### src/rtl/instr_sequencer.sv
// -----------------------------------------------------------------------------
// instr_sequencer
//
// Multi-cycle instruction sequencer: fetches a 32-bit word from instruction
// memory, decodes its opcode class and steps through execute, data-memory and
// writeback phases while driving the datapath control strobes. Both memory
// handshakes are guarded by a wait-cycle timeout that parks the sequencer in
// an error state until reset.
//
// Ports
//   clk        in   1   single clock, rising edge
//   rst_n      in   1   asynchronous active-low reset
//   start      in   1   begin execution from IDLE or HALT
//   imem_data  in  32   instruction word
//   imem_ack   in   1   imem_data valid this cycle
//   dmem_ack   in   1   data-memory access complete this cycle
//   imem_req   out  1   instruction fetch request
//   dmem_req   out  1   data-memory access request
//   pc         out 32   current instruction address
//   ir         out 32   latched instruction register
//   ALUopsel   out  4   ALU operation select
//   WE1        out  1   register-file write enable
//   WE2        out  1   data-memory write enable
//   MUXsel1    out  1   1 = ALU operand B from zero-extended ir[14:0]
//   MUXsel2    out  1   1 = writeback from data memory
//   busy       out  1   executing (not IDLE, HALT or ERR)
//   halted     out  1   in HALT
//   err        out  1   in ERR
//
// Instruction fields: opcode = ir[31:28], rs = ir[27:22], rt = ir[21:16],
// rd = ir[15:10], imm = ir[14:0]. Only the opcode steers the sequencer; the
// remaining fields are consumed by the datapath directly from ir.
//
// State table
//   state    | meaning
//   ---------+----------------------------------------------------------
//   S_IDLE   | after reset, waiting for start
//   S_FETCH  | imem_req high, waiting for imem_ack (timed)
//   S_DECODE | one cycle, ir valid; HALT opcode branches off here
//   S_EXEC   | one cycle, ALU select / operand mux driven
//   S_MEM    | dmem_req high, waiting for dmem_ack (timed)
//   S_WB     | one cycle register-file writeback
//   S_HALT   | HALT opcode executed, waiting for start to restart
//   S_ERR    | memory timeout, left only by reset
// -----------------------------------------------------------------------------
module instr_sequencer #(
    parameter logic [31:0] RESET_PC    = 32'h0000_0000,
    parameter int unsigned PC_STEP     = 4,
    parameter int unsigned MEM_TIMEOUT = 15
) (
    input  logic        clk,
    input  logic        rst_n,
    input  logic        start,
    input  logic [31:0] imem_data,
    input  logic        imem_ack,
    input  logic        dmem_ack,
    output logic        imem_req,
    output logic        dmem_req,
    output logic [31:0] pc,
    output logic [31:0] ir,
    output logic [3:0]  ALUopsel,
    output logic        WE1,
    output logic        WE2,
    output logic        MUXsel1,
    output logic        MUXsel2,
    output logic        busy,
    output logic        halted,
    output logic        err
);

    typedef enum logic [2:0] {
        S_IDLE   = 3'd0,
        S_FETCH  = 3'd1,
        S_DECODE = 3'd2,
        S_EXEC   = 3'd3,
        S_MEM    = 3'd4,
        S_WB     = 3'd5,
        S_HALT   = 3'd6,
        S_ERR    = 3'd7
    } state_t;

    localparam logic [7:0]  TMO  = 8'(MEM_TIMEOUT);
    localparam logic [31:0] STEP = 32'(PC_STEP);

    state_t      state;
    state_t      state_nxt;
    logic [7:0]  wait_cnt;
    logic [3:0]  opcode;
    logic        is_nop;
    logic        is_load;
    logic        is_store;
    logic        is_halt;
    logic        is_alu;
    logic        timed_out;
    logic        pc_adv;

    assign opcode   = ir[31:28];
    assign is_nop   = (opcode == 4'h0);
    assign is_load  = (opcode == 4'h1);
    assign is_store = (opcode == 4'h2);
    assign is_halt  = (opcode == 4'hF);
    assign is_alu   = !(is_nop || is_load || is_store || is_halt);

    // An ack seen in the same cycle the count hits the limit wins over the
    // timeout, because the ack branches are tested first below.
    assign timed_out = (wait_cnt == TMO);

    always_comb begin
        state_nxt = state;
        case (state)
            S_IDLE: begin
                if (start) state_nxt = S_FETCH;
            end
            S_FETCH: begin
                if (imem_ack)       state_nxt = S_DECODE;
                else if (timed_out) state_nxt = S_ERR;
            end
            S_DECODE: begin
                state_nxt = is_halt ? S_HALT : S_EXEC;
            end
            S_EXEC: begin
                if (is_nop)                     state_nxt = S_FETCH;
                else if (is_load || is_store)   state_nxt = S_MEM;
                else                            state_nxt = S_WB;
            end
            S_MEM: begin
                if (dmem_ack)       state_nxt = is_load ? S_WB : S_FETCH;
                else if (timed_out) state_nxt = S_ERR;
            end
            S_WB: begin
                state_nxt = S_FETCH;
            end
            S_HALT: begin
                if (start) state_nxt = S_FETCH;
            end
            S_ERR: begin
                state_nxt = S_ERR;
            end
            default: begin
                state_nxt = S_IDLE;
            end
        endcase
    end

    // Any return to FETCH from EXEC, MEM or WB is the retirement edge of an
    // instruction; the restart from HALT reloads the reset address instead.
    assign pc_adv = (state_nxt == S_FETCH) &&
                    (state == S_EXEC || state == S_MEM || state == S_WB);

    always_ff @(posedge clk or negedge rst_n) begin
        if (!rst_n) begin
            state <= S_IDLE;
        end else begin
            state <= state_nxt;
        end
    end

    // Counter restarts on every state change, so entering FETCH or MEM
    // (including MEM -> FETCH after a store) always begins at zero.
    always_ff @(posedge clk or negedge rst_n) begin
        if (!rst_n) begin
            wait_cnt <= 8'd0;
        end else if (state_nxt != state) begin
            wait_cnt <= 8'd0;
        end else if (state == S_FETCH || state == S_MEM) begin
            wait_cnt <= wait_cnt + 8'd1;
        end
    end

    always_ff @(posedge clk or negedge rst_n) begin
        if (!rst_n) begin
            pc <= RESET_PC;
        end else if (state == S_HALT && start) begin
            pc <= RESET_PC;
        end else if (pc_adv) begin
            pc <= pc + STEP;
        end
    end

    always_ff @(posedge clk or negedge rst_n) begin
        if (!rst_n) begin
            ir <= 32'h0000_0000;
        end else if (state == S_FETCH && imem_ack) begin
            ir <= imem_data;
        end
    end

    always_comb begin
        imem_req = 1'b0;
        dmem_req = 1'b0;
        ALUopsel = 4'h0;
        WE1      = 1'b0;
        WE2      = 1'b0;
        MUXsel1  = 1'b0;
        MUXsel2  = 1'b0;
        busy     = 1'b0;
        halted   = 1'b0;
        err      = 1'b0;
        case (state)
            S_IDLE: begin
            end
            S_FETCH: begin
                busy     = 1'b1;
                imem_req = 1'b1;
            end
            S_DECODE: begin
                busy = 1'b1;
            end
            S_EXEC: begin
                busy     = 1'b1;
                ALUopsel = is_alu ? opcode : 4'h0;
                MUXsel1  = is_load || is_store;
            end
            S_MEM: begin
                busy     = 1'b1;
                dmem_req = 1'b1;
                MUXsel1  = 1'b1;
                WE2      = is_store;
            end
            S_WB: begin
                busy    = 1'b1;
                WE1     = 1'b1;
                MUXsel2 = is_load;
            end
            S_HALT: begin
                halted = 1'b1;
            end
            S_ERR: begin
                err = 1'b1;
            end
            default: begin
            end
        endcase
    end

endmodule

### config.mk
export PLATFORM = sky130hd
export DESIGN_NAME = instr_sequencer
export DESIGN_NICKNAME = d
export VERILOG_FILES = /design/src/rtl/instr_sequencer.sv
export SDC_FILE = /design/constraint.sdc
export NUM_CORES = 1
export LEC_CHECK = 0
export BUFFER_PORTS_ARGS = -buffer_cell sky130_fd_sc_hd__clkbuf_2
export CORE_MARGIN = 2
export CORE_UTILIZATION = 30
export CTS_BUF_LIST = sky130_fd_sc_hd__clkbuf_2
export DETAILED_ROUTE_END_ITERATION = 12
export SETUP_SLACK_MARGIN = 0.2
export SLEW_MARGIN = 0
export SYNTH_ARGS = -nofsm -noshare
export SYNTH_HDL_FRONTEND = slang
export SYNTH_SLANG_ARGS = --single-unit
export TNS_END_PERCENT = 100
### constraint.sdc
create_clock -name clk -period 2.1 [get_ports clk]
set_input_delay 0.42 -clock clk [delete_from_list [all_inputs] [get_ports clk]]
set_output_delay 0.42 -clock clk [all_outputs]
set_load 0.01 [all_outputs]
==> run metrics <==
via count approximately 3.7k; Area Overhead vs Synth 62.7%; initial drt markers 141; Synth Instances between 300 and 400; Port Buffers about 110; initial antenna violation count 0; net switching fraction of the power 0.386; Setup violations, final 75; WL met1 4.86 mm; GR Overflow Total 0; crit end category output pin; internal power about 5.5 mW; Distinct cells, synth between 50 and 60; H-tree level count 3; largest net degree at the start of global routing 74; Clock Latency Late Sink 0.54 ns; R2R Path End pc[19]$_DFFE_PN0P_; reg2reg setup slack -0.34 ns; first-pass GRT wire length roughly 17 mm; die area 13700 sq um; Initial Utilization 0.306; WP data required 1.68 ns; crit path cell chain buf_6 -> or3b_4 -> buf_6 -> nor4bb_2 -> buf_2; Max stage delay on crit path 0.46 ns; Hold Path Class in -> reg; final WL 11.8 mm; metal3 WL 842 microns; leakage 2.83 nW; Clock power frac 0.116; Final Skew 0.0266 ns; endpoints failing hold 0; CP max-delay cell dfrtp_1; final core occ 0.497; std cell rows 41; Root Driver clkbuf_2; sequential cell area fraction in the yosys report 0.478; P per Cell Area between 1000 and 1500 nW/um^2; critical path arrival 2.05 ns; NetSw 3.48 mW; fin crit share 1.18; number of clock buffers inserted by TritonCTS 9; clk sink count 73; Die Width 117 microns; Synth Flop Type dfrtp_1; routed len/inst 16.3 microns; most common cell after layout, fill and taps aside clkbuf_2; CP dominant cell by count buf_6; met2 WL post-DR 5.92 mm; layout net count 587; max-cap viol count 0; Synth Area per Inst 10.3 sq um; Worst Slack Setup Final -0.370 ns; most frequent cells in the layout clkbuf_2 (108), dfrtp_1 (68), buf_4 (40), nand2_1 (32), mux2_4 (32); RSZ-0062 raised after global routing yes; clock transition at the registers of the reported paths 0.22 ns; RePlAce Congestion 0.785; Via density 5.12; Seq pwr share 0.235; Worst VDD drop 0.000769 V; status complete, but fails checks; Hold WS 0.104 ns; critical hold path startpoint imem_data[3]; Max Fclk 0.405 GHz; DPL Wire Length slightly below 7 mm; TritonCTS clock tree yes; failing checks negative setup slack; clk buf depth 2; ANT nets after route 0; CP Class reg -> out; combinational cell fraction of total power 0.649; uppermost layer routed met4; GRT Resource Usage Total 0.157; Core Region 12500 sq um; final instance area 6220 sq um; # DRC 0; EDFF count, synth 0; n_diodes 0; min cycle time layout 2.47 ns; layout cells sized above 1 0.586; Critical Path Start Type flop; Placed Area 4790 sq um; die height about 120 microns; hold depth 2; Mapped Area 3820 sq um; I/O pin total 114; depth of the most critical reg-to-reg path 9; YS warnings 0; #FFs+latches synth 73; CP max FO 3; WHS Endpoint ir[3]$_DFFE_PN0P_; RR Startpoint state[1]$_DFF_PN0_; FFs w/ async S/R, synth 1.00; TritonRoute pass-1 iters 5; via count of the first global-routing pass between 3k and 4k; final slew viol count 0
## worst max path at each step
stage	startpoint	depth (start not counted)	end	slack [ns]
finish	state[0]$_DFF_PN0_	5	WE2	-0.37
global route	state[0]$_DFF_PN0_	5	WE2	-0.43
floorplan	ir[30]$_DFFE_PN0P_	8	pc[20]$_DFFE_PN0P_	-0.02
CTS	state[0]$_DFF_PN0_	5	WE2	-0.43
global placement	state[0]$_DFF_PN0_	7	pc[14]$_DFFE_PN0P_	-0.09
detailed placement	start	7	pc[31]$_DFFE_PN0P_	-0.13
## layout make-up
class / instances / area, sq um
Clock buffer: 10 / 50.0
Clock inverter: 6 / 106
Fill cell: 1122 / 6290
Inverter: 3 / 11.3
Multi-Input combinational cell: 270 / 2450
Sequential cell: 73 / 1830
Tap cell: 172 / 215
Timing Repair Buffer: 191 / 1560
## flip-flops by register name, indices dropped and copies added, names as in the netlist
name      flops
ir           32
pc           30
wait_cnt      8
state         3
## through the flow
stage	TNS [ns]	setup slack, ns	instances	power (mW)
6_report	-10.62	-0.370	725	9.01
5_1_grt	-13.91	-0.435	725	9.46
4_1_cts	-13.06	-0.432	707	7.59
3_5_place_dp	-1.60	-0.131	663	5.14
3_3_place_gp	-0.297	-0.0911	663	5.07
2_1_floorplan	-0.198	-0.0170	372	4.07
## logic make-up (layout without fill, tap and decap cells)
logic type               count (synthesis)  after routing  share of synthesized area
AO/OA/AOI/OAI                           58             58                     0.0958
other                                    1              2                   0.000980
AND/OR/NAND/NOR                        155            155                      0.233
XOR/XNOR                                10             10                     0.0229
buffers and inverters                   29            210                     0.0402
adder cells (fa/ha/maj)                  2              2                    0.00654
multiplexers                            43             43                      0.123
flip-flops                              73             73                      0.478
## critical path, delay by kind of cell (launching register included)
family,cells,cell delay (ns)
simple gates,2,0.63
flops,1,0.46
buf+inv,3,0.43
## cells in the mapped netlist, types with 11 or more instances
cell | count | area share
o31ai_1 | 15 | 0.029
mux2_2 | 27 | 0.079
nor2_1 | 11 | 0.011
dfrtp_1 | 73 | 0.48
nand3_1 | 18 | 0.024
nor3_1 | 17 | 0.022
a21oi_1 | 23 | 0.030
nand2_1 | 34 | 0.033
mux2i_1 | 11 | 0.029
or4_1 | 16 | 0.031
## what timing repair did
action,4_1_cts,5_1_grt
endpoints found under the setup margin,51,84
gates resized for setup,61,121
cloned,4,5
pin swaps,19,26
hold buffers,1,0
buffers inserted,23,13
endpoints found under the hold margin,73,0
## metal layers
metal	vias up	track usage
met3	19	0.0561
met2	119	0.256
met4	0	0.0510
met1	1844	0.196
li1	1729	-
met5	-	0
## power groups by stage
stage	Sequential (mW)	Combinational [mW]	Clock, mW
2_1_floorplan	2.25	1.83	0
3_3_place_gp	2.12	2.95	0
3_5_place_dp	2.14	3.00	0
4_1_cts	2.10	4.42	1.06
5_1_grt	2.18	6.16	1.12
6_report	2.12	5.84	1.04
(Power assumes the default switching activity.)
